File: src/rtl/dmem_port_arbiter_if.sv
// Core-side bundle of the data-memory arbiter: flattened per-port request buses plus returned read data and ack.
// Port j occupies bits [(j+1)*W-1 -: W] of each flattened bus.
interface dmem_port_arbiter_if #(
  parameter int core_count = 2,
  parameter int reg_width  = 12,
  parameter int addr_width = 12
);
  logic [core_count-1:0]            req;
  logic [core_count-1:0]            mem_write;
  logic [addr_width*core_count-1:0] address;
  logic [reg_width*core_count-1:0]  datain;
  logic [reg_width*core_count-1:0]  dataout;
  logic [core_count-1:0]            ack;

  modport master (
    output req,
    output mem_write,
    output address,
    output datain,
    input  dataout,
    input  ack
  );

  modport slave (
    input  req,
    input  mem_write,
    input  address,
    input  datain,
    output dataout,
    output ack
  );
endinterface

File: src/rtl/dmem_port_arbiter.sv
// Round-robin arbiter serialising per-core requests onto one synchronous RAM; 4 cycles per access, ports hold req until ack.
// Optional DMEM_ARB_STATS_EN adds a saturating conflict_count of IDLE cycles with two or more requests pending.
module dmem_port_arbiter #(
  parameter int core_count = 2,
  parameter int reg_width  = 12,
  parameter int addr_width = 12
) (
  input  logic                  clk,
  input  logic                  reset,
  dmem_port_arbiter_if.slave    cpu,
  output logic [addr_width-1:0] ram_address,
  output logic [reg_width-1:0]  ram_datain,
  output logic                  ram_wren,
  input  logic [reg_width-1:0]  ram_q
`ifdef DMEM_ARB_STATS_EN
  ,
  output logic [15:0]           conflict_count
`endif
);

  localparam int IDX_W = (core_count > 1) ? $clog2(core_count) : 1;
  typedef logic [IDX_W-1:0] idx_t;
  typedef enum logic [1:0] {IDLE, ISSUE, WAIT, ACK} state_t;

  localparam logic [core_count-1:0] ACK_ONE = {{(core_count-1){1'b0}}, 1'b1};

  state_t                          state;
  idx_t                            last;
  idx_t                            gidx;
  idx_t                            rr_idx;
  logic                            rr_hit;
  logic                            op_wr;
  logic [core_count-1:0]           ack_q;
  logic [reg_width*core_count-1:0] dataout_q;

  // Port reached after stepping 'off' places past 'base', wrapping at core_count.
  function automatic idx_t rr_step(idx_t base, int off);
    int c;
    c = int'(base) + off;
    if (c >= core_count) c = c - core_count;
    return idx_t'(c);
  endfunction

  // Search starts one past the last grant, so the previous winner is checked last.
  always_comb begin
    rr_hit = 1'b0;
    rr_idx = '0;
    for (int i = 1; i <= core_count; i++) begin
      if (!rr_hit && cpu.req[rr_step(last, i)]) begin
        rr_hit = 1'b1;
        rr_idx = rr_step(last, i);
      end
    end
  end

  always_ff @(posedge clk) begin
    if (reset) begin
      state       <= IDLE;
      last        <= idx_t'(core_count - 1);
      gidx        <= '0;
      op_wr       <= 1'b0;
      ack_q       <= '0;
      dataout_q   <= '0;
      ram_address <= '0;
      ram_datain  <= '0;
      ram_wren    <= 1'b0;
    end else begin
      case (state)
        IDLE: begin
          if (rr_hit) begin
            gidx        <= rr_idx;
            last        <= rr_idx;
            op_wr       <= cpu.mem_write[rr_idx];
            ram_address <= cpu.address[rr_idx*addr_width +: addr_width];
            ram_datain  <= cpu.datain[rr_idx*reg_width +: reg_width];
            ram_wren    <= cpu.mem_write[rr_idx];
            state       <= ISSUE;
          end
        end
        ISSUE: begin
          // The write commits on this edge; the address stays up for the read return.
          ram_wren <= 1'b0;
          state    <= WAIT;
        end
        WAIT: begin
          if (!op_wr) begin
            dataout_q[gidx*reg_width +: reg_width] <= ram_q;
          end
          ack_q       <= ACK_ONE << gidx;
          ram_address <= '0;
          ram_datain  <= '0;
          state       <= ACK;
        end
        ACK: begin
          ack_q <= '0;
          state <= IDLE;
        end
        default: state <= IDLE;
      endcase
    end
  end

  assign cpu.ack     = ack_q;
  assign cpu.dataout = dataout_q;

`ifdef DMEM_ARB_STATS_EN
  logic        multi_req;
  logic [15:0] conflict_q;

  always_comb begin
    int n;
    n = 0;
    for (int i = 0; i < core_count; i++) begin
      n = n + int'(cpu.req[i]);
    end
    multi_req = (n >= 2);
  end

  always_ff @(posedge clk) begin
    if (reset) begin
      conflict_q <= '0;
    end else if (state == IDLE && multi_req && conflict_q != 16'hFFFF) begin
      conflict_q <= conflict_q + 16'd1;
    end
  end

  assign conflict_count = conflict_q;
`endif

endmodule

File: src/flat_wrapper.sv
// flat-port wrapper written by rule: the top's interface ports become plain ports
module dmem_port_arbiter_flat 
#(
  parameter int core_count = 2,
  parameter int reg_width  = 12,
  parameter int addr_width = 12
)
  (clk, reset, ram_address, ram_datain, ram_wren, ram_q, cpu_req, cpu_mem_write, cpu_address, cpu_datain, cpu_dataout, cpu_ack);
  dmem_port_arbiter_if #(.core_count(core_count), .reg_width(reg_width), .addr_width(addr_width)) cpu_i ();
  input  logic clk;
  input  logic reset;
  output logic [addr_width-1:0] ram_address;
  output logic [reg_width-1:0] ram_datain;
  output logic ram_wren;
  input  logic [reg_width-1:0] ram_q;
  input wire logic [$bits(cpu_i.req)-1:0] cpu_req;
  input wire logic [$bits(cpu_i.mem_write)-1:0] cpu_mem_write;
  input wire logic [$bits(cpu_i.address)-1:0] cpu_address;
  input wire logic [$bits(cpu_i.datain)-1:0] cpu_datain;
  output wire logic [$bits(cpu_i.dataout)-1:0] cpu_dataout;
  output wire logic [$bits(cpu_i.ack)-1:0] cpu_ack;
  assign cpu_i.req = cpu_req;
  assign cpu_i.mem_write = cpu_mem_write;
  assign cpu_i.address = cpu_address;
  assign cpu_i.datain = cpu_datain;
  assign cpu_dataout = cpu_i.dataout;
  assign cpu_ack = cpu_i.ack;
  dmem_port_arbiter #(.core_count(core_count), .reg_width(reg_width), .addr_width(addr_width)) u_core (.clk(clk), .reset(reset), .cpu(cpu_i), .ram_address(ram_address), .ram_datain(ram_datain), .ram_wren(ram_wren), .ram_q(ram_q));
endmodule
File: config.mk
export PLATFORM = sky130hd
export DESIGN_NAME = dmem_port_arbiter_flat
export DESIGN_NICKNAME = d
export VERILOG_FILES = /design/src/rtl/dmem_port_arbiter_if.sv /design/src/rtl/dmem_port_arbiter.sv /design/src/flat_wrapper.sv
export SDC_FILE = /design/constraint.sdc
export NUM_CORES = 1
export LEC_CHECK = 0
export ABC_AREA = 1
export BUFFER_PORTS_ARGS = -buffer_cell sky130_fd_sc_hd__buf_4
export CAP_MARGIN = 20
export CORE_MARGIN = 2
export CORE_UTILIZATION = 35
export DETAILED_ROUTE_END_ITERATION = 10
export HOLD_SLACK_MARGIN = 0.1
export PLACE_DENSITY = 0.63
export SLEW_MARGIN = 20
export SYNTH_ARGS = -nofsm -noshare
export SYNTH_HDL_FRONTEND = slang
export SYNTH_SLANG_ARGS = --single-unit
File: constraint.sdc
create_clock -name clk -period 1.5 [get_ports clk]
set_input_delay 0.075 -clock clk [delete_from_list [all_inputs] [get_ports clk]]
set_output_delay 0.075 -clock clk [all_outputs]
set_load 0.005 [all_outputs]
==> results.md <==
* Setup Viol. Count Final at 0
* # fillers at about 700
* Crit Path Max Fanout at 24
* Remaining antenna violation count at 0
* Clock transition at the registers of the reported paths at 100 ps
* Setup crit start kind: flip-flop
* Number of global-route vias before repair at 2534
* IO Port Bufs at around 120
* Antenna violations before repair at 0
* Met1 wire length at roughly 3.0 mm
* Post-synthesis instance total at 341
* Final #Nets at 548
* TritonCTS buffer count at 5
* Fmax at ~0.7 GHz
* Pin count of the biggest net entering global routing at 31
* CTS tree: yes
* Initial Utilization at 35.8%
* Pwr dens at roughly 1300 mW/mm²
* # H-tree levels at 2
* Unique masters post-synth at 29
* Clock Latency Late Sink at 310 ps
* Post-DP HPWL at 4.96 mm
* Endpoint class of the critical path: flip-flop
* DRC at 0
* DRT Pass-1 Iters at 4
* Min-delay worst type: in -> reg
* Met3 Wirelength at 396 µm
* Number of core rows at 31
* Crit path DAT at around 1600 ps
* CTS root buffer: clkbuf_8
* # Post-CTS Setup Buffers at 0
* Slew @ Worst Pin at between 300 and 400 ps
* Placed Cells at 546
* Clock sink total at 56
* Hold_ws at roughly 110 ps
* Asr flop ratio synth at 0%
* Top sig layer: met4
* Ys Warns at 0
* Static Leak at roughly 1.8 nW
* FF+latch count, synth at 56
* Critical path type: reg -> reg
* Total wire length at 7.11 mm
* CP required at 1690 ps
* Max-capacitance violation count at 0
* DIE AREA at 0.00805 mm²
* Max-slew headroom at 75.1%
* Synthesized area at 0.00257 mm²
* Clk buf depth at 2
* Via count at 2659
* DR vias/cell at 4.61
* Power Total at 5.08 mW
* Gr ovfl total at 0
* Synth Flop Type: dfxtp_1
* Synth-to-layout area growth at 50.0%
* Final Hold Viols at 0
* Min Tclk post-route at ~1400 ps
* Synthesized Nets at 412
* Die Y at 89.7 µm
* Worst reg-to-reg setup slack at 90 ps
* Fraction of layout cells with a size suffix above 1 at 33.5%
* Met2 wire length at about 3.6 mm
* Number of flops mapped to enable cells by yosys at 0
* Core ar. at 0.00718 mm²
* Status: finished, final reports clean
* All-Layer GR Usage at 17.2%
* Clock skew at 6.28 ps
* Avg Synthesized Cell Area at around 7.5 µm²
* VDD IR max at 738 µV
* Max-slew violations at 0
* Die span in x at 89.7 µm
* Final std cells w/o fill at around 580
* Ant diodes at 0
* Wire length per cell at around 12 µm
* Final period util at 94.0%
* First-pass GRT wire length at around 12 mm
* Detailed Route Iter0 Violations at 79
* GPL Wtd Cong at 0.791
* Sequential-to-total area share from yosys stat at 43.6%
* IO Count at 117
## kinds of logic (layout without fill, tap and decap cells)
kind of cell               Yosys count  in the layout  share of synthesized area, %
adders and majority gates            5              5                          2.43
buffers and inverters               55            191                          11.9
AOI/OAI and AO/OA                   83             83                          17.8
and+or+nand+nor                    142            143                          24.3
DFF                                 56             56                          43.6
## Yosys cell counts, types with 5 or more instances
cell,count,area [µm²]
a21oi_1,46,230
a21oi_2,7,61.3
buf_6,7,78.8
clkbuf_1,6,22.5
dfxtp_1,56,1120
ha_1,5,62.6
inv_1,32,120
nand2_1,107,402
nand3_1,21,105
nand3_2,7,70.1
o21ai_0,24,120
## power by group
group	switching, mW	internal, mW	leakage [nW]
sequential	0.205	1.83	0.458
clock	0.509	0.332	0.0404
combinational	1.15	1.05	1.27
total	1.86	3.22	1.77
## worst max-delay path, cell delays in order, from the launching register on
cell and delay, ps:
dfxtp_1 330, inv_2 100, ha_2 230, inv_2 70, or2_1 240, buf_12 170, nand3_1 70, a21oi_1 60
## final cells by class
| type | instances | area (µm²) | area share, % |
|---|---|---|---|
| well taps | 99 | 124 | 3.21 |
| repair buffers | 149 | 1210 | 31.4 |
| flip-flops and latches | 56 | 1120 | 29.1 |
| multi-input cells | 231 | 1180 | 30.6 |
| clock inverters | 3 | 23.8 | 0.616 |
| inverters | 34 | 130 | 3.37 |
| clock buffers | 5 | 68.8 | 1.78 |
## worst paths after layout
| path | from | endpoint | cells past startpoint |
|---|---|---|---|
| setup / recovery | u_core.state[0] | u_core.ram_datain[5] | 7 |
| hold / removal | cpu_address[22] | u_core.ram_address[10] | 5 |
| setup reg to reg | u_core.state[0] | u_core.ram_datain[5] | 7 |
| hold reg to reg | u_core.cpu.dataout[19] | u_core.cpu.dataout[19] | 2 |
## cell usage in the layout (no fill, tap or decap), types with 3 or more instances in the layout
master / Yosys / routed
inv_1: 32 / 31
dlygate4sd3_1: 0 / 22
a21oi_1: 46 / 46
a21oi_2: 7 / 7
dfxtp_1: 56 / 56
nand3_2: 7 / 7
nand2_1: 107 / 107
buf_12: 1 / 3
ha_1: 5 / 3
buf_4: 3 / 124
nand3_1: 21 / 21
clkbuf_8: 0 / 5
o21ai_0: 24 / 23
o21ai_1: 3 / 4
## metal layers
layer,vias up,GRT usage (%)
li1,1365,-
met1,1207,20.0
met2,76,30.6
met3,11,4.78
met4,0,5.64
met5,-,0
## through the flow
step / setup TNS, ps / cell area [µm²] / util [%] / worst slack (ps)
2_1_floorplan: 0 / 2570 / - / 61.5
3_3_place_gp: 0 / 3510 / 48.9 / 37.7
3_5_place_dp: -352 / 3510 / 48.9 / -48.5
4_1_cts: 0 / 3830 / 53.4 / 1.66
5_1_grt: -24.0 / 3860 / 53.8 / -10.0
6_report: 0 / 3860 / 53.8 / 90.3
## registers in the layout, summed over array words and instances (netlist names)
register            flops
u_core.last             1
u_core.state            2
u_core.ram_datain      12
u_core.ram_address     12
u_core.op_wr            1
u_core.cpu.ack          2
u_core.ram_wren         1
u_core.cpu.dataout     24
u_core.gidx             1
## repair_timing
action                     CTS  global route
setup endpoints to repair   12            38
hold buffers                22             0
resized for setup            1             7
hold endpoints to repair    32             0
gates cloned                 0             1
pin swaps                    1             1
(Power assumes the default switching activity.)
